$ cat src/rtl/rv_pkg.sv
// Shared fetch-side definitions: instruction field positions, reset vector default,
// fetch FSM states and the fetch-queue entry layout.
package rv_pkg;

    localparam int OPCODE_LSB = 0;
    localparam int OPCODE_MSB = 6;
    localparam int FUNCT3_LSB = 12;
    localparam int FUNCT3_MSB = 14;
    localparam int FUNCT7_LSB = 25;
    localparam int FUNCT7_MSB = 31;

    localparam logic [31:0] RESET_PC_DEFAULT = 32'h0000_0000;
    localparam logic [31:0] PC_STEP          = 32'd4;

    typedef enum logic {
        FETCH = 1'b0,
        FLUSH = 1'b1
    } fetch_state_t;

    typedef struct packed {
        logic [31:0] instr;
        logic [31:0] pc;
    } fetch_entry_t;

    localparam int ENTRY_W = $bits(fetch_entry_t);

    function automatic logic [31:0] align_word(input logic [31:0] addr);
        return {addr[31:2], 2'b00};
    endfunction

endpackage

$ cat src/rtl/if_fifo.sv
// Two-entry in-order queue between instruction memory responses and decode.
// Clear wins over push/pop; a push into a full queue is only taken alongside a pop.
module if_fifo
    import rv_pkg::*;
(
    input  logic               clk,
    input  logic               rst,
    input  logic               clear,
    input  logic               push,
    input  logic               pop,
    input  logic [ENTRY_W-1:0] push_data,
    output logic [ENTRY_W-1:0] head_data,
    output logic               full,
    output logic               empty,
    output logic [1:0]         count
);

    logic [ENTRY_W-1:0] mem [2];
    logic               wr_ptr;
    logic               rd_ptr;
    logic               do_push;
    logic               do_pop;

    assign empty     = (count == 2'd0);
    assign full      = (count == 2'd2);
    assign do_pop    = pop && !empty;
    assign do_push   = push && (!full || do_pop);
    assign head_data = mem[rd_ptr];

    always_ff @(posedge clk or posedge rst) begin
        if (rst) begin
            wr_ptr <= 1'b0;
            rd_ptr <= 1'b0;
            count  <= 2'd0;
        end else if (clear) begin
            wr_ptr <= 1'b0;
            rd_ptr <= 1'b0;
            count  <= 2'd0;
        end else begin
            if (do_push) wr_ptr <= ~wr_ptr;
            if (do_pop)  rd_ptr <= ~rd_ptr;
            count <= count + {1'b0, do_push} - {1'b0, do_pop};
        end
    end

    // NOTE: storage is deliberately not reset; an entry is only ever read while count marks it valid.
    always_ff @(posedge clk) begin
        if (do_push && !clear) mem[wr_ptr] <= push_data;
    end

endmodule

$ cat src/rtl/instr_fetch_unit.sv
// Instruction fetch front end: issues word fetches under a two-credit limit, queues
// in-order responses for decode, and flushes stale responses after a redirect.
module instr_fetch_unit
    import rv_pkg::*;
#(
    parameter logic [31:0] RESET_PC = RESET_PC_DEFAULT
)
(
    input  logic        clk,
    input  logic        rst,
    output logic        imem_req,
    output logic [31:0] imem_addr,
    input  logic        imem_ready,
    input  logic        imem_rvalid,
    input  logic [31:0] imem_rdata,
    input  logic        redirect_valid,
    input  logic [31:0] redirect_pc,
    output logic        if_valid,
    input  logic        if_ready,
    output logic [31:0] if_instr,
    output logic [31:0] if_pc,
    output logic [6:0]  if_opcode,
    output logic [2:0]  if_funct3,
    output logic [6:0]  if_funct7
);

    fetch_state_t state;
    logic         run;
    logic [31:0]  fetch_pc;
    logic [1:0]   outstanding;
    logic [1:0]   outstanding_next;
    logic [1:0]   drop_cnt;
    logic [1:0]   drop_next;

    logic         credit_ok;
    logic         accept;
    logic         resp_live;
    logic         push;
    logic         pop;

    fetch_entry_t push_entry;
    fetch_entry_t head_entry;
    logic         fifo_full;
    logic         fifo_empty;
    logic [1:0]   fifo_count;

    // Requests in flight plus queued words may never exceed the two queue slots.
    assign credit_ok = !fifo_full && (({1'b0, outstanding} + {1'b0, fifo_count}) < 3'd2);
    assign imem_req  = run && (state == FETCH) && credit_ok;
    assign imem_addr = fetch_pc;
    assign accept    = imem_req && imem_ready;

    assign resp_live        = imem_rvalid && (outstanding != 2'd0);
    assign outstanding_next = outstanding + {1'b0, accept} - {1'b0, resp_live};
    assign drop_next        = drop_cnt - {1'b0, imem_rvalid && (drop_cnt != 2'd0)};

    // In FETCH every outstanding request is sequential, so the oldest one sits
    // 4*outstanding bytes behind the next fetch address.
    assign push_entry.instr = imem_rdata;
    assign push_entry.pc    = fetch_pc - {28'd0, outstanding, 2'b00};
    assign push             = resp_live && (state == FETCH) && !redirect_valid;
    assign pop              = if_valid && if_ready;

    if_fifo u_fifo (
        .clk       (clk),
        .rst       (rst),
        .clear     (redirect_valid),
        .push      (push),
        .pop       (pop),
        .push_data (push_entry),
        .head_data (head_entry),
        .full      (fifo_full),
        .empty     (fifo_empty),
        .count     (fifo_count)
    );

    assign if_valid  = !fifo_empty && (state == FETCH);
    assign if_instr  = if_valid ? head_entry.instr : 32'd0;
    assign if_pc     = if_valid ? head_entry.pc    : 32'd0;
    assign if_opcode = if_instr[OPCODE_MSB:OPCODE_LSB];
    assign if_funct3 = if_instr[FUNCT3_MSB:FUNCT3_LSB];
    assign if_funct7 = if_instr[FUNCT7_MSB:FUNCT7_LSB];

    always_ff @(posedge clk or posedge rst) begin
        if (rst) begin
            state       <= FETCH;
            run         <= 1'b0;
            fetch_pc    <= RESET_PC;
            outstanding <= 2'd0;
            drop_cnt    <= 2'd0;
        end else begin
            run         <= 1'b1;
            outstanding <= outstanding_next;

            if (redirect_valid)
                fetch_pc <= align_word(redirect_pc);
            else if (accept)
                fetch_pc <= fetch_pc + PC_STEP;

            case (state)
                FETCH: begin
                    if (redirect_valid) begin
                        drop_cnt <= outstanding_next;
                        state    <= (outstanding_next != 2'd0) ? FLUSH : FETCH;
                    end
                end
                FLUSH: begin
                    drop_cnt <= drop_next;
                    if (drop_next == 2'd0) state <= FETCH;
                end
            endcase
        end
    end

endmodule

$ cat config.mk
export PLATFORM = sky130hd
export DESIGN_NAME = instr_fetch_unit
export DESIGN_NICKNAME = d
export VERILOG_FILES = /design/src/rtl/rv_pkg.sv /design/src/rtl/if_fifo.sv /design/src/rtl/instr_fetch_unit.sv
export SDC_FILE = /design/constraint.sdc
export NUM_CORES = 1
export LEC_CHECK = 0
export BUFFER_PORTS_ARGS = -buffer_cell sky130_fd_sc_hd__buf_2
export CAP_MARGIN = 0
export CORE_MARGIN = 5
export CORE_UTILIZATION = 23
export CTS_CLUSTER_SIZE = 30
export DETAILED_ROUTE_END_ITERATION = 16
export GPL_TIMING_DRIVEN = 0
export SLEW_MARGIN = 5
export SYNTH_ARGS = -nofsm -noshare
export SYNTH_HDL_FRONTEND = slang
export SYNTH_SLANG_ARGS = --single-unit
$ cat constraint.sdc
create_clock -name clk -period 5.81 [get_ports clk]
set_input_delay 0.2905 -clock clk [delete_from_list [all_inputs] [get_ports clk]]
set_output_delay 0.2905 -clock clk [all_outputs]
set_load 0.01 [all_outputs]
[Word-level counts from Yosys, hierarchy flattened]
Memories as Yosys holds them, arrays and structs flattened.
Index checks and enable logic that the tools add are counted.
Cells by class
  magnitude comparators: 1
  reductions and logical operators: 25
  add/subtract/negate cells: 8
  equal/unequal tests: 2
  bitwise operators: 3
  multiplexer cells: 17
Operators with widths (count)
  32-bit 2-to-1 mux: 4
  32-bit by 3-bit adder with 32-bit output, second input constant: 1
  32-bit by 4-bit subtractor with 32-bit output: 1
  1-bit logical AND: 13
  2-bit nonzero test: 6
  1-bit 2-to-1 mux: 9
  2-bit by 1-bit subtractor with 2-bit output: 3
  2-bit by 1-bit adder with 2-bit output: 2
  2-bit logical NOT: 2
  2-bit 2-to-1 mux: 2
  2-bit case mux with 2 select lines: 1
  2-bit by 2-bit adder with 3-bit output: 1
  1-bit logical NOT: 3
  3-bit by 2-bit < comparator with 1-bit output, second input constant: 1
  1-bit inverter: 3
  2-bit equality test, second input constant: 1
  2-bit inequality test, second input constant: 1
  1-bit case mux with 2 select lines: 1
  1-bit logical OR: 1
Word-level totals
  output and inout bits: 115
  bits of input ports: 70
  register bits after elaboration: 42
  memories kept: 1
  RAM bits: 128
  logic and storage cells: 65
Memory list
  u_fifo.mem: depth 2, width 64, rd ports 1, clocked after Yosys merged registers in 0, write ports 1, line if_fifo.sv:18  | logic [ENTRY_W-1:0] mem [2];

[Logic depth before layout (Yosys ltp)]
  depth after elaboration: 11
  gate-level depth with buffers: 13

[Cells and area by module]
From an unflattened synthesis, not the netlist that was laid out.
Unflattened totals
  cell total of the unflattened synthesis: 657
  area, all modules: 8136.6 sq um
By module, submodules not included
  if_fifo: instances 1, sequential area each 3943.8 sq um, area each 4863.4 sq um, cells each 227
  instr_fetch_unit: instances 1, sequential area each 900.9 sq um, area each 3273.1 sq um, cells each 430

[Worst setup path before layout]
OpenSTA, ideal clock, no wires.
  path kind: reg2reg
  start point: reg u_fifo.count[1]
  end point: mem u_fifo.mem[0][10] in the netlist's numbering (enable)
  stages on the path, launching flop included: 5
  path buffers: 1
  library setup time: 0.490 ns
  path slack: 1.226 ns
  data arrival time: 4.095 ns
  cell sequence: dfrtp_1 -> nor2b_1 -> clkbuf_1 -> a2111oi_2 -> nor2b_1
Between the ends
  word-level cells in the longest chain between the ends: 10
RTL lines
  start: declaration: line if_fifo.sv:15  | output logic [1:0] count
  start signal: assignment: line if_fifo.sv:42  | count <= count + {1'b0, do_push} - {1'b0, do_pop};
  2-bit logical NOT: line if_fifo.sv:24  | assign empty = (count == 2'd0);
  1-bit logical NOT: line if_fifo.sv:26, instr_fetch_unit.sv:77
  1-bit logical AND: line instr_fetch_unit.sv:77  | assign if_valid = !fifo_empty && (state == FETCH);
  1-bit logical AND: line instr_fetch_unit.sv:62  | assign pop = if_valid && if_ready;
  1-bit logical AND: line if_fifo.sv:26  | assign do_pop = pop && !empty;
  1-bit logical OR (*): line if_fifo.sv:27  | assign do_push = push && (!full || do_pop);
  1-bit logical AND (*): line if_fifo.sv:27
  1-bit logical AND (*): line if_fifo.sv:48  | if (do_push && !clear) mem[wr_ptr] <= push_data;
  1-bit 2-to-1 mux (*): line if_fifo.sv:48
  1-bit 2-to-1 mux (implied by the code) (*): line if_fifo.sv:48
  end: declaration: line if_fifo.sv:18
Every way passes the cells marked *; elsewhere a longest branch is shown, timed or not.

[Worst setup path after layout]
  start point: reg outstanding[0]
  end point: reg state
Between the ends
  word-level cells in the longest chain between the ends: 11
RTL lines
  start: declaration: line instr_fetch_unit.sv:30  | logic [1:0] outstanding;
  start signal: assignment: line instr_fetch_unit.sv:93  | outstanding <= outstanding_next;
  2-bit by 2-bit adder with 3-bit output: line instr_fetch_unit.sv:48  | assign credit_ok = !fifo_full && (({1'b0, outstanding} + {1'b0, fifo_count}) < 3'd2);
  3-bit by 2-bit < comparator with 1-bit output: line instr_fetch_unit.sv:48
  1-bit logical AND: line instr_fetch_unit.sv:48
  1-bit logical AND: line instr_fetch_unit.sv:49  | assign imem_req = run && (state == FETCH) && credit_ok;
  1-bit logical AND: line instr_fetch_unit.sv:51  | assign accept = imem_req && imem_ready;
  2-bit by 1-bit adder with 2-bit output: line instr_fetch_unit.sv:54  | assign outstanding_next = outstanding + {1'b0, accept} - {1'b0, resp_live};
  2-bit by 1-bit subtractor with 2-bit output (*): line instr_fetch_unit.sv:54
  via outstanding_next[1]: line instr_fetch_unit.sv:31  | logic [1:0] outstanding_next;
  2-bit nonzero test (*): line instr_fetch_unit.sv:104  | state <= (outstanding_next != 2'd0) ? FLUSH : FETCH;
  1-bit 2-to-1 mux (*): line instr_fetch_unit.sv:104
  1-bit 2-to-1 mux (*): line instr_fetch_unit.sv:102  | if (redirect_valid) begin
  1-bit case mux with 2 select lines (*): line instr_fetch_unit.sv:100  | case (state)
  end signal: assignment: line instr_fetch_unit.sv:104
  end: declaration: line instr_fetch_unit.sv:27  | fetch_state_t state;
Mark *: on every way through the listed nets, which the timed path passes. The rest lies on a longest branch.
A chain may end at the register's enable or synchronous reset.

==> impl_metrics.toml <==
[detailed_routing]
wirelength_um = 20900
wl_per_cell_um = 16.1
viasPerCell = 4.06
drtIter0Drc = 178
drtPass1Iterations = 4
route.met2.wl_um = 9710
drt-met1-wl_um = 9640
vias = 5265
ant_nets = 0
drc = 0
routed.top_layer = "met4"
met3_length_um = 1340

[setup_path]
crit_buf_inv = 2
start_kind = "flip-flop"
slowest_delay_ns = 0.54
path_class = "flip-flop to flip-flop"
cpLargestDelayFamily = "simple AND/OR/NAND/NOR gates"
crit_path_end_kind = "flip-flop"
critPathRequiredTime_ns = 6.17
slowest_stage = "or4b_4"
arrival_ns = 3.69
path_max_fanout = 6
crit_chain = "and2_1 > fa_1 > or4b_4 > buf_6 > nor2_1 > nand2_1 > ha_1 > inv_1 > ha_1 > xnor2_1 > xnor2_1 > o21ai_0 > o21ai_0"

[die]
core-area_um2 = 33400
ios = 185
die-area_um2 = 37300
rows = 67
die_w_um = 193
die_height_um = 193
start_util = 0.231

[logic_synthesis]
ys_top_cells_by_area = "edfxtp_1, dfrtp_1, mux2i_1, nor2_1, xor2_1"
ys_ff_latch = 164
synth.distinct_cells = 42
synth_ff_type = "edfxtp_1"
yosys_warnings = 0
postSynthCellCount = 631
syn_avg_cell_area_um2 = 12.2
yosysTopAreaCellShare = 0.482
syn_area_um2 = 7720
synth_edf_count = 124
seq_area_frac_synth = 0.612
synth_top_cell_by_area = "edfxtp_1"
synthArstFlopShare = 0.244

[sta]
period_share = 0.574
rsz0062_at_grt = "false"
fmaxAchievable_ghz = 0.300
fin_skew_ns = 0.0113
hold_viol = 0
drv_slew = 0
slew_headroom = 0.299
fin_tns_setup_ns = 0
layout_setup_ws_ns = 2.47
setup_viol = 0
worst_slew_pin_slew_ns = 1.05
period_minus_slack_ns = 3.34

[status]
outcome = "finished clean"

[run]
drv_cap = 0

[global_routing]
grt_util_all_layers = 0.112
grt_antenna_before_repair = 0
grt_pass1_vias = 5206
grt_max_degree = 46
grt_pass1_wl_um = 31900
grt_overflow = 0

[placement]
io_buffers = 178
dp_hpwl_um = 15700
dp_slack_ns = 2.52
dpl-instance-area_um2 = 9280
gp_congestion = 0.788

[clock_tree]
cts_resized = 0
insertion_delay_ns = 0.43
cts_buffers = 17
cts.sinks = 164
cts.clk_slew.worst_paths_ns = 0.07
cts_max_path_buffers = 2
root_buffer = "clkbuf_16"
cts_tree = "done"
htreeDepth = 4

[worst_hold_path]
min_path_type = "primary input to flip-flop"

[finish]
design_area_um2 = 9900
antenna_cells = 0
area_growth_pct = 28.3
fin_nets = 916
n_fill_cell = 3495
drive_above_1_share = 0.294

[pwr]
leakagePower_nw = 3.86
irDropWorstVdd_uv = 230
p_per_area_nw_per_um2 = 366
finalPower_mw = 3.63
synth_stat cells (2+ instances only):
| master | number |
|---|---|
| mux2i_1 | 63 |
| nand3_1 | 9 |
| nor2_1 | 84 |
| buf_4 | 21 |
| or3_1 | 4 |
| edfxtp_1 | 124 |
| nor2b_1 | 6 |
| nor4_4 | 2 |
| buf_6 | 2 |
| and3_1 | 5 |
| dfrtp_1 | 40 |
| nand2_1 | 48 |
| a21oi_1 | 2 |
| and4_1 | 7 |
| buf_1 | 8 |
| nand3b_1 | 2 |
| a211oi_1 | 2 |
| nor4_1 | 5 |
| nand4_1 | 13 |
| and2_1 | 4 |
| o21ai_1 | 15 |
| o21ai_0 | 19 |
| nor3_1 | 13 |
| inv_1 | 15 |
| ha_1 | 8 |
| fa_1 | 2 |
| conb_1 | 2 |
| o31ai_1 | 2 |
| xor2_1 | 32 |
| or2_2 | 3 |
| xnor2_1 | 30 |
| clkbuf_1 | 29 |
power by group:
part           switching (mW)  leakage (nW)  internal, mW  total [mW]
logic                   0.572          1.95         0.395       0.968
clock network           0.483         0.294         0.696        1.18
registers              0.0678          1.62          1.41        1.48
total                    1.12          3.86          2.50        3.63
cell families (layout without fill, tap and decap cells):
kind of cell / Yosys count / count (layout) / synth area share
AND/OR/NAND/NOR: 211 / 211 / 0.136
buffers and inverters: 76 / 290 / 0.0493
AO/OA/AOI/OAI: 42 / 42 / 0.0301
other: 2 / 5 / 0.000973
adder cells (fa/ha/maj): 10 / 10 / 0.0182
multiplexers: 64 / 64 / 0.0831
flip-flops: 164 / 164 / 0.612
XOR/XNOR: 62 / 62 / 0.0703
through the flow:
step                      instances   util  hold WS (ns)
after CTS                      1296  0.297        0.0202
final                          1296  0.297        0.0485
after detailed placement       1264  0.278         0.245
after global placement         1260  0.275         0.479
after floorplan                 634      -         0.389
after global routing           1296  0.297        0.0180
placed cells by master, fill, tap and decap left out, types with 13 or more instances in the layout:
cell type / synthesis / final
buf_2: 1 / 179
buf_4: 21 / 21
clkbuf_1: 29 / 30
clkbuf_16: 0 / 17
dfrtp_1: 40 / 40
edfxtp_1: 124 / 124
inv_1: 15 / 14
mux2i_1: 63 / 63
nand2_1: 48 / 48
nand4_1: 13 / 13
nor2_1: 84 / 84
nor3_1: 13 / 13
o21ai_0: 19 / 19
o21ai_1: 15 / 15
xnor2_1: 30 / 30
xor2_1: 32 / 32
worst register-to-register path: stages, from the launching register on:
cell and delay, ns:
dfrtp_1 0.42, and2_1 0.19, fa_1 0.42, or4b_4 0.54, buf_6 0.15, nor2_1 0.18, nand2_1 0.17, ha_1 0.31
inv_1 0.04, ha_1 0.17, xnor2_1 0.13, xnor2_1 0.26, o21ai_0 0.11, o21ai_0 0.16
layer usage:
metal / vias to the layer above / global-route usage
met5: - / 0
met4: 0 / 0.0291
met3: 16 / 0.0341
met2: 163 / 0.177
met1: 2482 / 0.151
li1: 2604 / -
area by class of cell:
type	instances	area (um^2)	area share
sequential	164	4720	0.477
multi-input combinational	394	2640	0.266
timing repair buffer	183	988	0.0998
tap	448	561	0.0566
clock buffer	19	443	0.0447
buffer	61	324	0.0327
clock inverter	12	171	0.0173
inverter	15	56.3	0.00568
path summary, 6_finish.rpt:
path / start / end / slack [ns] / depth (start not counted)
worst max-delay path: outstanding[0] / state / 2.47 / 13
worst min-delay path: imem_rdata[4] / u_fifo.mem[1][36] / 0.05 / 1
worst max register to register: outstanding[0] / state / 2.47 / 13
worst min register to register: state / drop_cnt[1] / 0.57 / 2
max in group asynchronous: rst / imem_addr[5] / 5.00 / 4
min in group asynchronous: rst / imem_addr[27] / 0.33 / 3
flip-flops by register name, indices dropped and copies added (netlist names):
signal	flops
run	1
u_fifo.count	2
drop_cnt	2
u_fifo.wr_ptr	1
state	1
u_fifo.mem	124
imem_addr	30
outstanding	2
u_fifo.rd_ptr	1
repair_timing:
| item | CTS | global route |
|---|---|---|
| hold buffers | 1 | 0 |
| setup buffers | 0 | 0 |
| hold endpoints to repair | 9 | 0 |
Power figures use the tool's default switching activity.
